`config.mk`:
```
export PLATFORM = sky130hd
export DESIGN_NAME = div_clk_mon
export DESIGN_NICKNAME = d
export VERILOG_FILES = /design/src/rtl/div_mon_pkg.sv /design/src/rtl/bit_sync2.sv /design/src/rtl/div_clk_mon.sv
export SDC_FILE = /design/constraint.sdc
export NUM_CORES = 1
export LEC_CHECK = 0
export CAP_MARGIN = 20
export CORE_MARGIN = 2
export CORE_UTILIZATION = 56
export CTS_CLUSTER_DIAMETER = 80
export DETAILED_ROUTE_END_ITERATION = 8
export MAX_ROUTING_LAYER = met4
export PLACE_DENSITY = 0.79
export SLEW_MARGIN = 20
export SYNTH_ARGS = -nofsm -noshare
export SYNTH_HDL_FRONTEND = slang
export SYNTH_HIERARCHICAL = 1
export SYNTH_SLANG_ARGS = --single-unit
```
`constraint.sdc`:
```
create_clock -name Clk -period 3.21 [get_ports Clk]
set_input_delay 0.8025 -clock Clk [delete_from_list [all_inputs] [get_ports Clk]]
set_output_delay 0.8025 -clock Clk [all_outputs]
set_load 0.1 [all_outputs]
```
`src/rtl/div_mon_pkg.sv`:
```
// Shared definitions for the divided-clock monitor: default sizing,
// monitor state encoding and a saturating error-count helper.
package div_mon_pkg;

  localparam int unsigned DEF_CNT_W    = 8;
  localparam int unsigned DEF_LOCK_CNT = 4;

  typedef enum logic [1:0] {
    ST_IDLE      = 2'd0,
    ST_WAIT_EDGE = 2'd1,
    ST_ACQUIRE   = 2'd2,
    ST_LOCKED    = 2'd3
  } mon_state_e;

  // Increment an 8-bit counter, sticking at 255.
  function automatic logic [7:0] sat_inc8(input logic [7:0] v);
    return (v == 8'hFF) ? v : (v + 8'd1);
  endfunction

endpackage

```
`src/rtl/bit_sync2.sv`:
```
// Two-flop synchronizer for a single asynchronous bit.
module bit_sync2 (
  input  logic Clk,
  input  logic rst_n,
  input  logic d_i,
  output logic q_o
);

  logic s1_q;
  logic s2_q;

  // Metastability filter: two back-to-back flops.
  always_ff @(posedge Clk or negedge rst_n) begin
    if (!rst_n) begin
      s1_q <= 1'b0;
      s2_q <= 1'b0;
    end else begin
      s1_q <= d_i;
      s2_q <= s1_q;
    end
  end

  assign q_o = s2_q;

endmodule

```
`src/rtl/div_clk_mon.sv`:
```
// Divided-clock monitor: measures period and high phase of clk_div_in in
// Clk cycles, checks them against the expected ratio and tracks lock.
module div_clk_mon
  import div_mon_pkg::*;
#(
  parameter int unsigned CNT_W    = DEF_CNT_W,
  parameter int unsigned LOCK_CNT = DEF_LOCK_CNT
) (
  input  logic             Clk,
  input  logic             rst_n,
  input  logic             clk_div_in,
  input  logic             mon_en,
  input  logic [CNT_W-1:0] exp_period,
  output logic             locked,
  output logic             err_pulse,
  output logic [7:0]       err_cnt,
  output logic [CNT_W-1:0] meas_period,
  output logic [CNT_W-1:0] meas_high,
  output logic             meas_valid,
  output logic             cfg_err
);

  localparam int unsigned      GW      = (LOCK_CNT < 2) ? 1 : $clog2(LOCK_CNT + 1);
  localparam logic [GW-1:0]    LOCK_V  = GW'(LOCK_CNT);
  localparam logic [GW-1:0]    GOOD_1  = GW'(1);
  localparam logic [CNT_W:0]   CNT_MAX = {(CNT_W+1){1'b1}};
  localparam logic [CNT_W:0]   CNT_ONE = (CNT_W+1)'(1);
  localparam logic [CNT_W-1:0] EXP_MIN = CNT_W'(2);

  logic             s2_s;
  logic             s3_q;
  logic             rise_s;
  logic [CNT_W:0]   per_cnt_q, per_cnt_d;
  logic [CNT_W:0]   hi_cnt_q, hi_cnt_d;
  logic             first_q;
  mon_state_e       state_q, state_d;
  logic [CNT_W-1:0] exp_q, exp_d;
  logic [GW-1:0]    good_q, good_d;
  logic [GW-1:0]    good_inc_s;
  logic             err_s;
  logic             eval_s;
  logic             good_s;
  logic             timeout_s;
  logic [CNT_W:0]   exp_ext_s, two_n_s, half_lo_s, half_hi_s;
  logic [CNT_W-1:0] per_clamp_s, hi_clamp_s;

  logic             locked_q;
  logic             err_pulse_q;
  logic [7:0]       err_cnt_q;
  logic [CNT_W-1:0] meas_period_q, meas_high_q;
  logic             meas_valid_q;
  logic             cfg_err_q;

  bit_sync2 u_sync (
    .Clk   (Clk),
    .rst_n (rst_n),
    .d_i   (clk_div_in),
    .q_o   (s2_s)
  );

  assign rise_s     = s2_s & ~s3_q;
  assign eval_s     = rise_s & first_q;
  assign exp_ext_s  = {1'b0, exp_q};
  assign two_n_s    = {exp_q, 1'b0};
  assign half_lo_s  = {2'b00, exp_q[CNT_W-1:1]};
  assign half_hi_s  = half_lo_s + {{CNT_W{1'b0}}, exp_q[0]};
  assign good_s     = (per_cnt_q == exp_ext_s) &&
                      ((hi_cnt_q == half_lo_s) || (hi_cnt_q == half_hi_s));
  // A rise in the same cycle always wins over the timeout.
  assign timeout_s  = ~rise_s & (per_cnt_q >= two_n_s);
  assign good_inc_s = good_q + GOOD_1;
  assign per_clamp_s = per_cnt_q[CNT_W] ? {CNT_W{1'b1}} : per_cnt_q[CNT_W-1:0];
  assign hi_clamp_s  = hi_cnt_q[CNT_W]  ? {CNT_W{1'b1}} : hi_cnt_q[CNT_W-1:0];

  // Period and high-phase counters, restarted by every rise.
  always_comb begin
    per_cnt_d = per_cnt_q;
    hi_cnt_d  = hi_cnt_q;
    if (rise_s) begin
      per_cnt_d = CNT_ONE;
      hi_cnt_d  = CNT_ONE;
    end else begin
      if (per_cnt_q != CNT_MAX) begin
        per_cnt_d = per_cnt_q + CNT_ONE;
      end else begin
        per_cnt_d = per_cnt_q;
      end
      if (s2_s && (hi_cnt_q != CNT_MAX)) begin
        hi_cnt_d = hi_cnt_q + CNT_ONE;
      end else begin
        hi_cnt_d = hi_cnt_q;
      end
    end
  end

  // Monitor FSM: next state, good-period tracking and error detection.
  always_comb begin
    state_d = state_q;
    good_d  = good_q;
    exp_d   = exp_q;
    err_s   = 1'b0;
    if (!mon_en) begin
      state_d = ST_IDLE;
      good_d  = '0;
    end else begin
      case (state_q)
        ST_IDLE: begin
          if (exp_period >= EXP_MIN) begin
            state_d = ST_WAIT_EDGE;
          end else begin
            state_d = ST_IDLE;
          end
        end
        ST_WAIT_EDGE: begin
          if (rise_s) begin
            state_d = ST_ACQUIRE;
            good_d  = '0;
            exp_d   = exp_period;
          end else begin
            state_d = ST_WAIT_EDGE;
          end
        end
        ST_ACQUIRE: begin
          if (eval_s) begin
            if (!good_s) begin
              good_d = '0;
              err_s  = 1'b1;
            end else if (good_inc_s >= LOCK_V) begin
              good_d  = '0;
              state_d = ST_LOCKED;
            end else begin
              good_d = good_inc_s;
            end
          end else if (timeout_s) begin
            err_s   = 1'b1;
            good_d  = '0;
            state_d = ST_WAIT_EDGE;
          end else begin
            state_d = ST_ACQUIRE;
          end
        end
        ST_LOCKED: begin
          if (eval_s && !good_s) begin
            err_s   = 1'b1;
            good_d  = '0;
            state_d = ST_ACQUIRE;
          end else if (timeout_s) begin
            err_s   = 1'b1;
            good_d  = '0;
            state_d = ST_WAIT_EDGE;
          end else begin
            state_d = ST_LOCKED;
          end
        end
        default: begin
          state_d = ST_IDLE;
          good_d  = '0;
        end
      endcase
    end
  end

  // State, counters, edge-detect flop and registered outputs.
  always_ff @(posedge Clk or negedge rst_n) begin
    if (!rst_n) begin
      s3_q          <= 1'b0;
      per_cnt_q     <= '0;
      hi_cnt_q      <= '0;
      first_q       <= 1'b0;
      state_q       <= ST_IDLE;
      exp_q         <= '0;
      good_q        <= '0;
      locked_q      <= 1'b0;
      err_pulse_q   <= 1'b0;
      err_cnt_q     <= 8'd0;
      meas_period_q <= '0;
      meas_high_q   <= '0;
      meas_valid_q  <= 1'b0;
      cfg_err_q     <= 1'b0;
    end else begin
      s3_q         <= s2_s;
      per_cnt_q    <= per_cnt_d;
      hi_cnt_q     <= hi_cnt_d;
      first_q      <= first_q | rise_s;
      state_q      <= state_d;
      exp_q        <= exp_d;
      good_q       <= good_d;
      locked_q     <= (state_d == ST_LOCKED);
      err_pulse_q  <= err_s;
      err_cnt_q    <= err_s ? sat_inc8(err_cnt_q) : err_cnt_q;
      meas_valid_q <= eval_s;
      cfg_err_q    <= (exp_period < EXP_MIN);
      if (eval_s) begin
        meas_period_q <= per_clamp_s;
        meas_high_q   <= hi_clamp_s;
      end else begin
        meas_period_q <= meas_period_q;
        meas_high_q   <= meas_high_q;
      end
    end
  end

  assign locked      = locked_q;
  assign err_pulse   = err_pulse_q;
  assign err_cnt     = err_cnt_q;
  assign meas_period = meas_period_q;
  assign meas_high   = meas_high_q;
  assign meas_valid  = meas_valid_q;
  assign cfg_err     = cfg_err_q;

endmodule

```
==> metrics <==
WS Path Type=flop to flop; antenna-violating nets left=0; Inst Count DP=483; # Post-CTS Setup Buffers=0; fillers=491; commonest non-fill, non-tap cell in the layout=dfrtp_1; CP Capture Type=flop; Place WS=59.05 ps; 1st-pass router iterations=5; Worst Reg-to-Reg Cells=9; Yosys top cell by area=dfrtp_1; max cap viols=0; setup TNS=0 ps; n_diodes=0; finished layout cell area=0.004163 mm2; Vias=2893; Clock Latency Late Sink=350 ps; I/O Pins=40; Final WS setup=161.3 ps; utilization after layout=0.6908; hold slack=374.7 ps; period utilisation layout=0.9498; dpl hpwl=5615 um; Worst Hold Class=flop to flop; CTS tree=yes; RSZ-0062 raised after global routing=no; Avg WL per Cell=15.75 um; Leakage=1.998 nW; Design Power=2.574 mW; min-delay src=u_sync/s1_q$_DFF_PN0_; root buffer cell=clkbuf_8; vias in the first global route=2804; largest net degree at the start of global routing=33; library cells used by synthesis=52; Yosys top cell area share=0.4454; syn_nets=407; hold endpoint=u_sync/q_o$_DFF_PN0_; Worst R2R Setup Slack=160 ps; Reg clk slew, reported paths=70 ps; Post-Syn Area=0.003540 mm2; Worst VDD drop=0.0004542 V; GR peak layer=met2; IO buf count=39; Worst Path Required=3440 ps; first-pass GRT wire length=13500 um; worst flop-to-flop path startpoint=exp_q[1]$_DFFE_PN0P_; Clock Sinks=63; die width=83.51 um; main flop type after synthesis=dfrtp_1; H-Tree Level Count=3; RR Endpoint=err_cnt[1]$_DFFE_PN0P_; Setup crit start kind=flop; ys async rst share=1.000; GRT met1 Usage=0.3314; post-synthesis cell count=375; min Tclk post-route=3049 ps; outcome=finished clean; DIE AREA=0.006973 mm2; Num CTS Buffers=9; Synth area leaders=dfrtp_1 45%, ha_1 7.1%, nand2_1 6.2%; All-Layer GR Usage=0.2482; FF+latch area=0.001577 mm2; CORE AREA=0.006026 mm2; initial DRC count=229; vias per cell=5.798; layout cells sized above 1=0.1557; met3 Usage GRT=0.06924; Initial Utilization=0.5874; gr ovfl total=0; number of hold violations in the final report=0; Worst Max-Slew Pin Slew=746.0 ps; Syn-to-layout area delta=17.60%; most frequent cells in the layout=63 x dfrtp_1, 58 x nand2_1, 37 x buf_4, 33 x o21ai_0, 23 x nor2_1; cts hold-fix bufs=0; # rows=28; DRC violations left=0; Layout Cells excl Fill=499; final slew viol count=0; EDFF count, synth=0; GR met2 Demand/Resource=0.3710; FMAX=328.0 MHz; Syn. warnings=6; CP max FO=8; final wirelength=7857 um; area occupied by multi-input gates=0.001828 mm2; die height=83.51 um; Max-slew headroom=0.5027; clock skew=7.299 ps; Avg Cell Area, Syn=9.439 um2; FF+latch count, synth=63; RePlAce Congestion=1.023; layout net count=451; pwr/cell area=618.4 mW/mm2; # setup viols final=0; deepest clock path buffer count=2; Critical Path AT=3280 ps; Post-Place Cell Area=0.003968 mm2; sequential share of the synthesized area=0.4454; initial antenna violation count=0; Worst Hold Path Cells=0
[cells in the mapped netlist (3+ instances only)]
cell type / instances
or3_1: 5
nor2_1: 23
inv_1: 19
dfrtp_1: 63
nand3_1: 11
mux2_1: 4
and3_1: 5
nor4_1: 7
nand2b_1: 7
nand4_1: 9
clkbuf_1: 10
a31oi_1: 5
mux2_2: 8
xor2_1: 21
buf_2: 4
nand2_1: 58
xnor2_1: 9
o21ai_0: 33
a21oi_1: 14
nor2b_1: 3
ha_1: 20
[logic make-up after synthesis]
kind of cell / after synthesis / synth area share
AO/OA/AOI/OAI: 74 / 0.1336
multiplexers: 14 / 0.04383
XOR/XNOR: 31 / 0.08095
adder cells (fa/ha/maj): 20 / 0.07070
buffers and inverters: 35 / 0.03959
flip-flops: 63 / 0.4454
AND/OR/NAND/NOR: 138 / 0.1859
[sequential cells by signal (all words and copies together) (netlist names), 2 cells and up]
signal / flops
hi_cnt_q: 9
good_q: 3
meas_high: 8
per_cnt_q: 9
err_cnt: 8
exp_q: 8
meas_period: 8
state_q: 2
[power by group]
group / leakage, nW / switching, mW / internal [mW]
registers: 0.824 / 0.142 / 0.892
logic: 1.07 / 0.568 / 0.293
clock network: 0.100 / 0.304 / 0.376
[critical path, stage by stage (launching register included)]
cell       delay [ps]
dfrtp_1           440
ha_1              270
ha_1              270
xor3_1            240
nor4_1            210
o31ai_1           100
a2111oi_1         660
or4_4             310
a21oi_1           120
mux2_1            320
[area by class of cell]
class                      instances  share of cell area
multi-input combinational        277              0.4391
sequential                        63              0.3787
timing repair buffer              49             0.09678
clock buffer                      12             0.03487
tap                               75             0.02254
inverter                          19             0.01713
clock inverter                     4             0.01082
[worst max path at each step]
stage	to	slack (ps)	start	depth (start not counted)
after floorplan	err_cnt[7]$_DFFE_PN0P_	410	exp_q[1]$_DFFE_PN0P_	10
after global placement	err_cnt[7]$_DFFE_PN0P_	200	exp_q[1]$_DFFE_PN0P_	9
after detailed placement	err_cnt[1]$_DFFE_PN0P_	60	exp_q[1]$_DFFE_PN0P_	9
after CTS	err_cnt[7]$_DFFE_PN0P_	70	exp_q[1]$_DFFE_PN0P_	9
after global routing	err_cnt[7]$_DFFE_PN0P_	60	exp_q[1]$_DFFE_PN0P_	9
final	err_cnt[1]$_DFFE_PN0P_	160	exp_q[1]$_DFFE_PN0P_	9
[routing by layer]
layer	wire length (um)	part of all wire
met1	3568	0.45
met2	3680	0.47
met3	484	0.062
met4	123	0.016
met5	0	0
[timing repair]
action                                  4_1_cts  5_1_grt
pin swaps                                     0        0
endpoints found under the setup margin        1        4
gates resized for setup                       1        1
No activity file was read; power rests on OpenSTA's default activity.
